--- config.mk ---
export PLATFORM = sky130hd
export DESIGN_NAME = mmio_periph
export DESIGN_NICKNAME = d
export VERILOG_FILES = /design/src/rtl/mmio_pkg.sv /design/src/rtl/dec7seg.sv /design/src/rtl/mmio_periph.sv
export SDC_FILE = /design/constraint.sdc
export NUM_CORES = 1
export LEC_CHECK = 0
export ABC_CLOCK_PERIOD_IN_PS = 3930
export CELL_PAD_IN_SITES_DETAIL_PLACEMENT = 0
export CELL_PAD_IN_SITES_GLOBAL_PLACEMENT = 1
export CORE_MARGIN = 2
export CORE_UTILIZATION = 55
export CTS_BUF_LIST = sky130_fd_sc_hd__clkbuf_2 sky130_fd_sc_hd__clkbuf_4 sky130_fd_sc_hd__clkbuf_8
export DETAILED_ROUTE_END_ITERATION = 6
export DONT_BUFFER_PORTS = 1
export HOLD_SLACK_MARGIN = 0.1
export PLACE_DENSITY = 0.88
export SYNTH_ARGS = -nofsm -noshare
export SYNTH_HDL_FRONTEND = slang
export SYNTH_SLANG_ARGS = --single-unit
--- constraint.sdc ---
create_clock -name clk -period 3.93 [get_ports clk]
set_input_delay 0.393 -clock clk [delete_from_list [all_inputs] [get_ports clk]]
set_output_delay 0.393 -clock clk [all_outputs]
set_load 0.02 [all_outputs]
--- src/rtl/mmio_pkg.sv ---
// Shared definitions for the memory-mapped peripheral block: byte offsets,
// register-select codes (addr[5:2]) and timer control/status bit positions.
package mmio_pkg;

    // Byte offsets inside the I/O window
    localparam logic [7:0] OFF_LEDS    = 8'h04;
    localparam logic [7:0] OFF_HEX     = 8'h08;
    localparam logic [7:0] OFF_BLANK   = 8'h0C;
    localparam logic [7:0] OFF_SW      = 8'h10;
    localparam logic [7:0] OFF_SW_EDGE = 8'h14;
    localparam logic [7:0] OFF_TCOUNT  = 8'h18;
    localparam logic [7:0] OFF_TCMP    = 8'h1C;
    localparam logic [7:0] OFF_TCTRL   = 8'h20;
    localparam logic [7:0] OFF_TSTAT   = 8'h24;

    // Word-select codes, derived from the byte offsets so the two never drift
    typedef enum logic [3:0] {
        SEL_LEDS    = OFF_LEDS[5:2],
        SEL_HEX     = OFF_HEX[5:2],
        SEL_BLANK   = OFF_BLANK[5:2],
        SEL_SW      = OFF_SW[5:2],
        SEL_SW_EDGE = OFF_SW_EDGE[5:2],
        SEL_TCOUNT  = OFF_TCOUNT[5:2],
        SEL_TCMP    = OFF_TCMP[5:2],
        SEL_TCTRL   = OFF_TCTRL[5:2],
        SEL_TSTAT   = OFF_TSTAT[5:2]
    } reg_sel_e;

    // Timer control and status bit positions
    localparam int TCTRL_EN      = 0;
    localparam int TCTRL_IRQ_EN  = 1;
    localparam int TCTRL_RELOAD  = 2;
    localparam int TCTRL_WIDTH   = 3;
    localparam int TSTAT_PENDING = 0;

endpackage

--- src/rtl/dec7seg.sv ---
// Hex nibble to active-low 7-segment pattern, bit order {g,f,e,d,c,b,a}.
module dec7seg (
    input  logic [3:0] i_nibble,
    output logic [6:0] o_seg
);

    // Pure lookup table; a segment is lit when its bit is 0
    always_comb begin
        o_seg = 7'h7F;
        case (i_nibble)
            4'h0: o_seg = 7'h40;
            4'h1: o_seg = 7'h79;
            4'h2: o_seg = 7'h24;
            4'h3: o_seg = 7'h30;
            4'h4: o_seg = 7'h19;
            4'h5: o_seg = 7'h12;
            4'h6: o_seg = 7'h02;
            4'h7: o_seg = 7'h78;
            4'h8: o_seg = 7'h00;
            4'h9: o_seg = 7'h10;
            4'hA: o_seg = 7'h08;
            4'hB: o_seg = 7'h03;
            4'hC: o_seg = 7'h46;
            4'hD: o_seg = 7'h21;
            4'hE: o_seg = 7'h06;
            4'hF: o_seg = 7'h0E;
            default: o_seg = 7'h7F;
        endcase
    end

endmodule

--- src/rtl/mmio_periph.sv ---
// Memory-mapped I/O block: LEDs, 7-segment digits with blanking, synchronized
// switches with sticky change flags, and a 32-bit compare timer with interrupt.
module mmio_periph
    import mmio_pkg::*;
#(
    parameter int LED_WIDTH = 10,
    parameter int NUM_HEX   = 6,
    parameter int SW_WIDTH  = 10,
    parameter int IO_BIT    = 8
) (
    input  logic                 clk,
    input  logic                 reset_n,
    input  logic [31:0]          addr,
    input  logic [31:0]          writedata,
    input  logic                 memwrite,
    input  logic [SW_WIDTH-1:0]  sw,
    output logic                 io_sel,
    output logic [31:0]          io_rdata,
    output logic [LED_WIDTH-1:0] leds,
    output logic [7*NUM_HEX-1:0] hex,
    output logic                 irq
);

    logic [LED_WIDTH-1:0]   r_leds;
    logic [4*NUM_HEX-1:0]   r_hex;
    logic [NUM_HEX-1:0]     r_blank;
    logic [SW_WIDTH-1:0]    r_sw_meta;
    logic [SW_WIDTH-1:0]    r_sw_sync;
    logic [SW_WIDTH-1:0]    r_sw_edge;
    logic [1:0]             r_arm;
    logic [31:0]            r_tcount;
    logic [31:0]            r_tcmp;
    logic [TCTRL_WIDTH-1:0] r_tctrl;
    logic                   r_pending;

    logic                   w_wr;
    logic [3:0]             w_sel;
    logic                   w_match;
    logic [SW_WIDTH-1:0]    w_sw_change;
    logic [SW_WIDTH-1:0]    w_sw_clr;
    logic                   w_pend_clr;
    logic                   w_unused_bits;

    assign io_sel  = addr[IO_BIT];
    assign w_wr    = memwrite & io_sel;
    assign w_sel   = addr[5:2];
    assign w_match = r_tctrl[TCTRL_EN] && (r_tcount == r_tcmp);

    // Change detection is held off until the synchronizer carries real samples,
    // so the first post-reset fill is not mistaken for a switch toggle.
    assign w_sw_change = (r_sw_meta ^ r_sw_sync) & {SW_WIDTH{r_arm[1]}};
    assign w_sw_clr    = (w_wr && (w_sel == SEL_SW_EDGE)) ? writedata[SW_WIDTH-1:0] : '0;
    assign w_pend_clr  = w_wr && (w_sel == SEL_TSTAT) && writedata[TSTAT_PENDING];

    assign leds = r_leds;
    assign irq  = r_pending & r_tctrl[TCTRL_IRQ_EN];

    // Upper address/data bits are intentionally ignored by this block
    assign w_unused_bits = ^{addr, writedata};

    // Plain CPU-writable configuration registers
    always_ff @(posedge clk or negedge reset_n) begin
        if (!reset_n) begin
            r_leds  <= '0;
            r_hex   <= '0;
            r_blank <= '0;
            r_tcmp  <= 32'hFFFF_FFFF;
            r_tctrl <= '0;
        end else if (w_wr) begin
            case (w_sel)
                SEL_LEDS:  r_leds  <= writedata[LED_WIDTH-1:0];
                SEL_HEX:   r_hex   <= writedata[4*NUM_HEX-1:0];
                SEL_BLANK: r_blank <= writedata[NUM_HEX-1:0];
                SEL_TCMP:  r_tcmp  <= writedata;
                SEL_TCTRL: r_tctrl <= writedata[TCTRL_WIDTH-1:0];
                default:   ;
            endcase
        end
    end

    // Switch synchronizer and sticky change flags (a new change beats a clear)
    always_ff @(posedge clk or negedge reset_n) begin
        if (!reset_n) begin
            r_sw_meta <= '0;
            r_sw_sync <= '0;
            r_sw_edge <= '0;
            r_arm     <= '0;
        end else begin
            r_sw_meta <= sw;
            r_sw_sync <= r_sw_meta;
            r_arm     <= {r_arm[0], 1'b1};
            r_sw_edge <= (r_sw_edge & ~w_sw_clr) | w_sw_change;
        end
    end

    // Timer: CPU write beats auto-reload, which beats increment; match beats clear
    always_ff @(posedge clk or negedge reset_n) begin
        if (!reset_n) begin
            r_tcount  <= '0;
            r_pending <= 1'b0;
        end else begin
            if (w_wr && (w_sel == SEL_TCOUNT)) begin
                r_tcount <= writedata;
            end else if (w_match && r_tctrl[TCTRL_RELOAD]) begin
                r_tcount <= '0;
            end else if (r_tctrl[TCTRL_EN]) begin
                r_tcount <= r_tcount + 32'd1;
            end
            r_pending <= (r_pending & ~w_pend_clr) | w_match;
        end
    end

    // Read mux; unmapped offsets and bits above each register's width read 0
    always_comb begin
        io_rdata = '0;
        case (w_sel)
            SEL_LEDS:    io_rdata[LED_WIDTH-1:0]   = r_leds;
            SEL_HEX:     io_rdata[4*NUM_HEX-1:0]   = r_hex;
            SEL_BLANK:   io_rdata[NUM_HEX-1:0]     = r_blank;
            SEL_SW:      io_rdata[SW_WIDTH-1:0]    = r_sw_sync;
            SEL_SW_EDGE: io_rdata[SW_WIDTH-1:0]    = r_sw_edge;
            SEL_TCOUNT:  io_rdata                  = r_tcount;
            SEL_TCMP:    io_rdata                  = r_tcmp;
            SEL_TCTRL:   io_rdata[TCTRL_WIDTH-1:0] = r_tctrl;
            SEL_TSTAT:   io_rdata[TSTAT_PENDING]   = r_pending;
            default:     io_rdata = '0;
        endcase
    end

    // One decoder per digit; a blanked digit drives all segments off
    genvar gi;
    generate
        for (gi = 0; gi < NUM_HEX; gi++) begin : g_digit
            logic [6:0] w_seg;
            dec7seg u_dec (
                .i_nibble (r_hex[4*gi+3:4*gi]),
                .o_seg    (w_seg)
            );
            assign hex[7*gi+6:7*gi] = r_blank[gi] ? 7'h7F : w_seg;
        end
    endgenerate

endmodule

======== After elaboration in Yosys (flattened, before gate mapping) ========
Memory sizes are Yosys's and may differ from the RTL's.
Index checks and enable logic that the tools add are counted.
cells by class
  mux-type cells .......................... 16
  reduce and logical (&&, ||, !) cells .... 12
  $add $sub $neg .......................... 1
  bitwise gates (word level) .............. 10
  equal/unequal tests ..................... 10
operators by type and width
  cell                                                                   count
  32-bit 2-to-1 mux                                                      3
  7-bit 2-to-1 mux                                                       6
  14-bit case mux with 3 select lines                                    1
  32-bit by 1-bit adder with 32-bit output, second input constant        1
  32-bit equality test                                                   1
  4-bit case mux with 6 select lines                                     1
  3-bit case mux with 7 select lines                                     1
  10-bit AND                                                             2
  4-bit by 3-bit equality test with 1-bit output, second input constant  4
  2-bit case mux with 8 select lines                                     1
  8-bit case mux with 2 select lines                                     1
  10-bit 2-to-1 mux                                                      1
  10-bit inverter                                                        1
  10-bit bitwise OR                                                      1
  2-bit AND reduction                                                    5
  10-bit XOR                                                             1
  1-bit case mux with 9 select lines                                     1
  4-bit by 2-bit equality test with 1-bit output, second input constant  2
  4-bit equality test, second input constant                             2
  1-bit logical AND                                                      6
  4-bit by 1-bit equality test with 1-bit output, second input constant  1
  1-bit AND                                                              3
  3-bit nonzero test                                                     1
  1-bit inverter                                                         1
  1-bit bitwise OR                                                       1
word-level totals
  memories ................................ 6
  output and inout bits ................... 86
  input port bits ......................... 77
  memory bits (read-only) ................. 672
  bits in registers ....................... 140
memories
  memory           words  bits a word  read ports  clocked after memory_dff  wr ports  RTL line       RTL
  (no name shown)  16     7            1           0                         0         dec7seg.sv:10  case (i_nibble)
  (no name shown)  16     7            1           0                         0         dec7seg.sv:10
  (no name shown)  16     7            1           0                         0         dec7seg.sv:10
  (no name shown)  16     7            1           0                         0         dec7seg.sv:10
  (no name shown)  16     7            1           0                         0         dec7seg.sv:10
  (no name shown)  16     7            1           0                         0         dec7seg.sv:10

======== Longest topological paths before layout ========
  word-level depth ........................ 6
  gate-level depth with buffers ........... 8
  gate-level depth less buffers ........... 7

======== Hierarchy ========
From an unflattened synthesis, not the netlist that was laid out.
unflattened totals
  cells, all modules ...................... 846
  area total of the unflattened synthesis .. 9178.8 um^2
modules (own cells, without submodules)
  module       area an instance (um^2)  cells each  times used
  mmio_periph  7527.2                   654         1
  dec7seg      275.3                    32          6

======== Least setup slack after synthesis ========
OpenSTA, ideal clock, no wires.
  kind .................................... input -> output
  start ................................... in addr[2]
  end ..................................... out io_rdata[11]
  slack ................................... 1.671 ns
  arrival ................................. 1.866 ns
  buffers on the path ..................... 4
  stages on the path ...................... 8
  cells stage by stage .................... buf_2 -> nand2b_1 -> buf_2 -> nor2_1 -> clkbuf_1 -> clkbuf_1 -> a22oi_1 -> nand2_1
between the ends
  longest elaborated chain between the ends .. 2
  elaborated cells on any way between the ends .. 4
  classes of those cells .................. eq/ne (3); mux (1)
RTL lines
  item                                                                                                              RTL line            RTL
  start: declaration                                                                                                mmio_periph.sv:13   input logic [31:0] addr,
  4-bit by 3-bit equality test with 1-bit output or 4-bit by 2-bit equality test with 1-bit output (tied branches)  mmio_periph.sv:116  case (w_sel)
  14-bit case mux with 3 select lines (*)                                                                           mmio_periph.sv:116
  end: declaration                                                                                                  mmio_periph.sv:18   output logic [31:0] io_rdata,
Every way passes the cells marked *; elsewhere a longest branch is shown, timed or not.

======== Worst setup path in the final report ========
  start ................................... in addr[5]
  end ..................................... out io_rdata[16]
Same word-level chain as after synthesis.

==> impl_metrics.ini <==
[yosys]
synth_top_cell_by_area = dfrtp_1
synth_edf_count = 0
synth-warning-count = 0
ys_types = 65
ys_seq_area_share_pct = 39.86
synth_top_area_share_pct = 30.41
synthCells = 927
synth_async_sr_flop_share_pct = 100.0
synth.most_common_cell = nand2_1
postSynthAreaPerCell_um2 = 9.588
syn-num-nets = 1041
ys_seq_elements = 140
synthesis.area_um2 = 8889
yosys-top-cells-area = dfrtp_1 30%, dfstp_2 9.5%, mux2_2 8.2%, ha_1 5.2%, nand2_1 4.6%
ys.flop_type = dfrtp_1
synth_common_cells = 110 x nand2_1, 108 x dfrtp_1, 65 x mux2_2

[sta]
max_slew_margin_pct = 40.09
maxClockFrequency_mhz = 365.2
finalSetupViolCount = 0
period_share_pct = 69.67
period_minus_slack_ns = 2.738
fin_tns_setup_ns = 0
rsz0062_at_grt = false
slew_violations = 0
worstMarginPinSlew_ns = 0.8976
fin_skew_ns = 0.01399
hold_viol_final = 0
timing.hold.ws_ns = 0.1138

[clock_network]
ctsHtreeMaxLevel = 4
cts_hold_buf = 44
cts_buffers = 17
path_clk_slew_ns = 0.09
clk_latency_ns = 0.47
cts-root-buf = clkbuf_8
clockBufferDepth = 2
cts_tree = yes
post_cts_buffers = 0
cts_sinks = 140
cts-resized-gates = 0

[worst_hold_path]
holdPathStages = 2
hp-class = in -> reg
holdPathEnd = r_sw_edge[5]
hp-start = writedata[5]

[routing]
drt_drc_violations_left = 0
drt_iter0_drc = 525
ant_nets = 0
viasPerCell = 6.340
via_count = 7411
totalWireLength_mm = 25.58
wire_per_inst_um = 21.88
first_pass_iters = 5

[power]
powerDensity_nw_per_um2 = 524.0
total_leakage_power_nw = 3.998
vdd_drop_max_uv = 413.0
finalPower_w = 0.005154

[global_route]
grt_start_max_net_pins = 141
gr-total-overflow = 0
grt_pass1_wl_mm = 40.72
grt_usage_pct = 30.02
antenna_found_initial = 0
grt_pass1_vias = 7389

[critical_path]
cp-start-kind = input pin
r2r_slack_ns = 1.22
rr_endpoint = r_tcount[15]
crit_type = in -> out
critPathArrivalTime_ns = 2.34
cp-end-kind = output port
rr_startpoint = r_tcmp[15]
worstPathMaxFanout = 16
reg2reg_depth = 6
crit_required_ns = 3.54

[outcome]
status = finished, final reports clean

[die]
num_rows = 46
die-area_um2 = 17190
dieHeight_um = 131.1
num_io_pins = 163
start_util_pct = 56.16
fp.coreArea_um2 = 15830
dieWidth_um = 131.1

[flow_run]
cap_violations = 0

[finish]
layout.nets = 1054
syn2layout_area_growth_pct = 10.66
drive_gt1_share_pct = 18.36
fin_cells = 1169
diodes = 0

[placed_design]
dp_cells = 1092
gp_congestion = 0.8679
port_buffers = 0
place_hpwl_mm = 17.60
cells by family (layout without fill, tap and decap cells):
group                    count (synthesis)  in the layout  synth area share, %
AND/OR/NAND/NOR                        323            323                18.75
AO/OA/AOI/OAI                          213            213                17.74
flip-flops                             140            140                39.86
buffers and inverters                   89            115                4.307
multiplexers                            68             68                8.573
XOR/XNOR                                56             56                5.518
adder cells (fa/ha/maj)                 37             37                5.208
other                                    1              1              0.04219
where the power goes:
| part | switching (W) | leakage [nW] | internal, W |
|---|---|---|---|
| sequential | 0.000570 | 1.58 | 0.00175 |
| clock | 0.000613 | 0.193 | 0.000528 |
| combinational | 0.000999 | 2.22 | 0.000692 |
| total | 0.00218 | 4.00 | 0.00297 |
registers in the layout (all words and copies together) (netlist names), 3 cells and up:
name,cells
r_tctrl,3
r_sw_meta,10
r_sw_edge,10
r_sw_sync,10
r_tcount,32
r_hex,24
r_blank,6
r_tcmp,32
leds,10
layout by cell type (no fill, tap or decap), types with 3 or more instances in the layout:
cell	netlist	final
nor3_1	13	11
inv_1	24	24
and3_1	5	5
nor2b_1	20	20
nor2_1	62	60
a211oi_1	7	7
and2_1	5	5
xor2_1	25	25
nand4_1	26	26
o21ai_0	35	35
or2_2	6	6
nor3_2	5	6
and4_1	3	3
nand2_1	110	110
a211o_1	26	26
a31oi_1	19	19
dlygate4sd3_1	0	44
a22oi_1	35	35
xnor2_1	31	31
ha_1	37	37
nand2b_1	19	19
buf_4	1	13
a22o_1	19	19
clkinv_4	0	4
a311o_1	5	5
nor4_4	3	3
a21oi_1	19	19
o31ai_1	15	15
mux2_2	65	65
a222oi_1	5	5
dfrtp_1	108	108
o31ai_2	7	7
mux2i_1	3	3
clkbuf_8	0	17
o21a_1	7	7
inv_6	0	6
dfstp_2	32	32
nand3_1	32	32
routing by layer:
layer	vias to the layer above	track usage (%)	part of all wire, %
met5	-	0	0
met4	0	9.903	2.2
met3	49	8.179	8.0
met2	279	48.92	48
met1	3700	39.00	42
li1	3383	-	-
cell type report:
class | count | area [um^2]
fill | 1342 | 5992
inverter | 25 | 93.84
sequential | 140 | 3543
clock buffer | 19 | 249.0
timing repair buffer | 58 | 565.5
multi-input combinational | 698 | 4984
tap | 216 | 270.3
clock inverter | 13 | 130.1
how the worst max path moves through the flow:
stage,start,to,slack [ns],cells after the start
CTS,addr[5],io_rdata[18],1.21,5
global placement,addr[5],io_rdata[22],1.21,5
floorplan,addr[2],io_rdata[11],1.67,8
global route,addr[5],io_rdata[16],1.11,5
detailed placement,addr[5],io_rdata[18],1.22,5
finish,addr[5],io_rdata[16],1.19,5
worst max-delay path: stages:
cell	delay, ns
nand2b_1	0.38
nor2_2	0.82
buf_4	0.38
a22oi_1	0.12
nand2_1	0.24
stage by stage:
step           setup WS [ns]  area, um^2  util (%)
2_1_floorplan          1.671        8889         -
3_3_place_gp           1.213        8989     56.79
3_5_place_dp           1.221        8989     56.79
4_1_cts                1.212        9826     62.08
5_1_grt                1.111        9836     62.14
6_report               1.192        9836     62.14
No activity file was read; power rests on OpenSTA's default activity.
==> patch 1 (same flow settings) <==
Add an input register stage for `addr`, `writedata`, `memwrite` and `sw`, without a reset; this delays them by one clock.
--- a/src/rtl/mmio_periph.sv
+++ b/src/rtl/mmio_periph.sv
@@ -21,6 +21,18 @@
     output logic                 irq
 );
 
+    logic [31:0] addr_q;
+    logic [31:0] writedata_q;
+    logic memwrite_q;
+    logic [SW_WIDTH-1:0] sw_q;
+
+    always_ff @(posedge clk) begin
+        addr_q      <= addr;
+        writedata_q <= writedata;
+        memwrite_q  <= memwrite;
+        sw_q        <= sw;
+    end
+
     logic [LED_WIDTH-1:0]   r_leds;
     logic [4*NUM_HEX-1:0]   r_hex;
     logic [NUM_HEX-1:0]     r_blank;
@@ -41,22 +53,22 @@
     logic                   w_pend_clr;
     logic                   w_unused_bits;
 
-    assign io_sel  = addr[IO_BIT];
-    assign w_wr    = memwrite & io_sel;
-    assign w_sel   = addr[5:2];
+    assign io_sel  = addr_q[IO_BIT];
+    assign w_wr    = memwrite_q & io_sel;
+    assign w_sel   = addr_q[5:2];
     assign w_match = r_tctrl[TCTRL_EN] && (r_tcount == r_tcmp);
 
     // Change detection is held off until the synchronizer carries real samples,
     // so the first post-reset fill is not mistaken for a switch toggle.
     assign w_sw_change = (r_sw_meta ^ r_sw_sync) & {SW_WIDTH{r_arm[1]}};
-    assign w_sw_clr    = (w_wr && (w_sel == SEL_SW_EDGE)) ? writedata[SW_WIDTH-1:0] : '0;
-    assign w_pend_clr  = w_wr && (w_sel == SEL_TSTAT) && writedata[TSTAT_PENDING];
+    assign w_sw_clr    = (w_wr && (w_sel == SEL_SW_EDGE)) ? writedata_q[SW_WIDTH-1:0] : '0;
+    assign w_pend_clr  = w_wr && (w_sel == SEL_TSTAT) && writedata_q[TSTAT_PENDING];
 
     assign leds = r_leds;
     assign irq  = r_pending & r_tctrl[TCTRL_IRQ_EN];
 
     // Upper address/data bits are intentionally ignored by this block
-    assign w_unused_bits = ^{addr, writedata};
+    assign w_unused_bits = ^{addr_q, writedata_q};
 
     // Plain CPU-writable configuration registers
     always_ff @(posedge clk or negedge reset_n) begin
@@ -68,11 +80,11 @@
             r_tctrl <= '0;
         end else if (w_wr) begin
             case (w_sel)
-                SEL_LEDS:  r_leds  <= writedata[LED_WIDTH-1:0];
-                SEL_HEX:   r_hex   <= writedata[4*NUM_HEX-1:0];
-                SEL_BLANK: r_blank <= writedata[NUM_HEX-1:0];
-                SEL_TCMP:  r_tcmp  <= writedata;
-                SEL_TCTRL: r_tctrl <= writedata[TCTRL_WIDTH-1:0];
+                SEL_LEDS:  r_leds  <= writedata_q[LED_WIDTH-1:0];
+                SEL_HEX:   r_hex   <= writedata_q[4*NUM_HEX-1:0];
+                SEL_BLANK: r_blank <= writedata_q[NUM_HEX-1:0];
+                SEL_TCMP:  r_tcmp  <= writedata_q;
+                SEL_TCTRL: r_tctrl <= writedata_q[TCTRL_WIDTH-1:0];
                 default:   ;
             endcase
         end
@@ -86,7 +98,7 @@
             r_sw_edge <= '0;
             r_arm     <= '0;
         end else begin
-            r_sw_meta <= sw;
+            r_sw_meta <= sw_q;
             r_sw_sync <= r_sw_meta;
             r_arm     <= {r_arm[0], 1'b1};
             r_sw_edge <= (r_sw_edge & ~w_sw_clr) | w_sw_change;
@@ -100,7 +112,7 @@
             r_pending <= 1'b0;
         end else begin
             if (w_wr && (w_sel == SEL_TCOUNT)) begin
-                r_tcount <= writedata;
+                r_tcount <= writedata_q;
             end else if (w_match && r_tctrl[TCTRL_RELOAD]) begin
                 r_tcount <= '0;
             end else if (r_tctrl[TCTRL_EN]) begin
Check against the original RTL: not equivalent (Yosys sat finds a counterexample within 4 cycles, from zero or initial values and one cycle with reset_n low).
==> patch 1 against the unedited design <==
  * Total power rose by 5.7%
  * Clock power rose by 14%
  * Area after synthesis rose by 10%
  * Cell area rose by 9.9%
  * First-iteration DRC count fell by 2.3%
  * Sequential cell count rose by 48
  * Routed wire length fell by 6.1%
  * Setup slack got worse by 0.43 ns
  * Synthesized cell count rose by 1.9%
  * Sequential power rose by 19%
  * Largest power group unchanged
  * Highest routed layer unchanged
==> patch 1: results <==
[synth]
yosysUniqueCellTypes = 61
avgSynthCellArea_sq_um = 10.4
seq_area_frac_synth = 0.459
ys_async_sr_fraction = 0.745
synthTopCellsByCount = "nand2_1, dfrtp_1, xor2_1"
yosys-top-cells-area = "dfrtp_1, dfxtp_1, dfstp_2"

[global_routing]
grt_pass1_vias = 6689
grt_max_degree = 141
grt.total_usage = 0.261

[sta]
slew_headroom = 0.473
skew_ns = 0.0194

[critical_path]
slowest_stage = "dfxtp_1"
cpPeakStageDelay_ns = 0.73

[route]
wl_per_cell_microns = 20.0
vias_per_cell = 6.05
drt_iter0_drc = 513

[run_status]
outcome = "finished, final reports clean"

[placed_design]
dp_hpwl_microns = 16300
finalWeightedCongestion = 0.872

[power]
ir_drop_v = 0.000341
p_leak_nw = 4.68

[layout]
fillCellCount = 1471
final_cells = 1198
largestRegisters = "r_tcmp (32), r_tcount (32), writedata_q (32)"

[worst_hold_path]
min_path_type = "reg2reg"

[clock_network]
clk_pin_slew_ns = 0.12
patch 1: cell count changes after synthesis, sizes merged, moves of 10 or more:
cell    change
xor2       +34
nand2b     -11
nand4      -10
dfxtp      +48
buf        +11
clkbuf     -10
xnor2      -19
patch 1: layer usage:
layer  vias up  global-route usage  wire (microns)
met5         -                   0               0
met4         0              0.0727             392
met3        34              0.0850            2110
met2       272               0.365           10200
met1      3524               0.387           11300
li1       3415                   -               -
patch 1: cell type report:
cell class | count | area share
well taps | 225 | 0.0261
clock inverters | 14 | 0.0152
inverters | 21 | 0.00729
flip-flops and latches | 188 | 0.417
multi-input cells | 671 | 0.455
repair buffers | 61 | 0.0567
clock buffers | 18 | 0.0229
patch 1: path summary, 6_finish.rpt:
kind / to / start / slack (ns) / depth (start not counted)
worst max-delay path: io_rdata[1] / addr_q[2] / 0.76 / 4
worst min-delay path: r_sw_meta[0] / sw_q[0] / 0.33 / 0
worst max register to register: leds[8] / addr_q[2] / 1.35 / 4
worst min register to register: r_sw_meta[0] / sw_q[0] / 0.33 / 0
max in group asynchronous: r_tcount[15] / reset_n / 2.80 / 2
min in group asynchronous: r_tcount[29] / reset_n / 0.50 / 2
patch 1: cell families (layout without fill, tap and decap cells):
group / Yosys count / in the layout / share of synthesized area
other: 1 / 1 / 0.000382
DFF: 188 / 188 / 0.459
and+or+nand+nor: 292 / 292 / 0.151
muxes: 65 / 65 / 0.0749
buffers and inverters: 86 / 114 / 0.0410
xor gates and xnor gates: 71 / 71 / 0.0634
adders and majority gates: 37 / 37 / 0.0472
AOI/OAI and AO/OA: 205 / 205 / 0.163
patch 1: power by group:
part | switching (mW) | internal [mW]
clock | 0.794 | 0.502
sequential | 0.521 | 2.24
combinational | 0.816 | 0.575
patch 1: metrics by stage:
stage                     worst slack (ns)  power (mW)   util  instance area, sq um  hold slack, ns
final                                0.757        5.45  0.623                 10800           0.333
after global routing                 0.628        5.76  0.623                 10800           0.338
after CTS                            0.781        5.46  0.623                 10800           0.336
after detailed placement              1.33        4.10  0.569                  9880           0.102
after global placement                1.36        4.07  0.569                  9880           0.104
after floorplan                       1.88        3.79      -                  9810          0.0974
==> patch 2 (config.mk and constraints unchanged) <==
Without the edit above. `TCTRL_WIDTH`: 3 -> 4.
--- a/src/rtl/mmio_pkg.sv
+++ b/src/rtl/mmio_pkg.sv
@@ -30,7 +30,7 @@
     localparam int TCTRL_EN      = 0;
     localparam int TCTRL_IRQ_EN  = 1;
     localparam int TCTRL_RELOAD  = 2;
-    localparam int TCTRL_WIDTH   = 3;
+    localparam int TCTRL_WIDTH   = 4;
     localparam int TSTAT_PENDING = 0;
 
 endpackage
Behaviour: not the same (a bounded check fails within 4 cycles, from zero or initial values and one cycle with reset_n low).
==> patch 2 against the unedited design <==
  * Count of clock-buffer cells in the layout unchanged
  * Worst hold slack better by 0.0057 ns
  * Total power is 0.47% higher
  * First-iteration DRC count is 32% higher
  * Sequential cell count up 1
  * Synthesized cell count increased by 1.1%
  * Area after synthesis increased by 0.86%
  * Clock power up 7%
  * Critical path depth stayed put
  * Setup slack got worse by 0.12 ns
  * Critical endpoint is now io_rdata[9]
  * Register-to-register slack worse by 0.09 ns
  * Cell area increased by 0.29%
  * Routed wire length is 0.56% lower
==> patch 2: results <==
[layout]
multi_input_area_share = 0.508
n_sequential_cell = 141
register_area_sq_um = 3570
final_nets = 1050
num-nonclk-inverters = 21
final_cells = 1165
fillCellCount = 1363
finalInstanceArea_sq_um = 9860
buffer_area_frac = 0.0530
n_all_buffers = 51
largestRegisters = "r_tcmp (32), r_tcount (32), r_hex (24)"
final_layout_size_suffix_gt1_frac = 0.176
num-multi-input-gates = 704
clock_cell_area_share = 0.0421

[critical_path]
critPathMaxFanout = 18
arrival_ns = 2.46
cpPeakStageDelay_ns = 0.80

[synth]
yosysUniqueCellTypes = 57
synth_cells = 937
avgSynthCellArea_sq_um = 9.57
synthMuxAreaShare = 0.101
yosys-top-cells-area = "dfrtp_1, dfstp_2, mux2_2"
synth_compound_area_frac = 0.162
synth_xor_area_frac = 0.0635
synthTopCellsByCount = "nand2_1, dfrtp_1, mux2_2"
synthAdderAreaFrac = 0.0516
seq_area_frac_synth = 0.398
ys_async_sr_fraction = 1.00
synth_nets = 1051
synth_ff_type = "dfrtp_1"

[run_status]
outcome = "finished, final reports clean"

[global_routing]
grt.total_usage = 0.295
grt_pass1_vias = 7045
grt_max_degree = 142
grt_pass1_wl_microns = 40100

[placed_design]
finalWeightedCongestion = 0.922
place_area_sq_um = 8990
dp_hpwl_microns = 17600
place_ws_ns = 1.08

[power]
ir_drop_v = 0.000243
p_leak_nw = 3.99
intPower_mw = 3.06
p_switching_mw = 2.12

[clock_network]
postCtsHoldBufs = 44
post_cts_buffers = 0

[sta]
skew_ns = 0.0121
slew_headroom = 0.424

[route]
vias_per_cell = 6.33
wl_per_cell_microns = 21.8
drt_iter0_drc = 692
## patch 2: cell types whose count changed after synthesis, sizes merged, moves of 5 or more
| cell | delta |
|---|---|
| mux2 | +5 |
| nand2b | -8 |
| nor4 | +9 |
| buf | +9 |
| nand2 | +18 |
| nor2 | -6 |
| nand3 | -10 |
| a22oi | -13 |
| xnor2 | +8 |
| a31oi | -8 |
| a21oi | +9 |
## patch 2: worst paths after layout
path / from / to / slack, ns / cells after the start
setup / recovery: addr[5] / io_rdata[9] / 1.07 / 5
hold / removal: writedata[3] / r_sw_edge[3] / 0.12 / 2
setup reg to reg: r_tcount[16] / r_tcount[31] / 1.13 / 7
hold reg to reg: r_arm[0] / r_arm[1] / 0.36 / 0
max in group asynchronous: reset_n / r_hex[16] / 2.78 / 2
min in group asynchronous: reset_n / r_hex[15] / 0.54 / 2
## patch 2: layer usage
metal	share of wire	GRT usage	up-vias
li1	-	-	3366
met1	0.43	0.410	3636
met2	0.45	0.443	322
met3	0.087	0.0887	56
met4	0.026	0.0954	0
met5	0	0	-
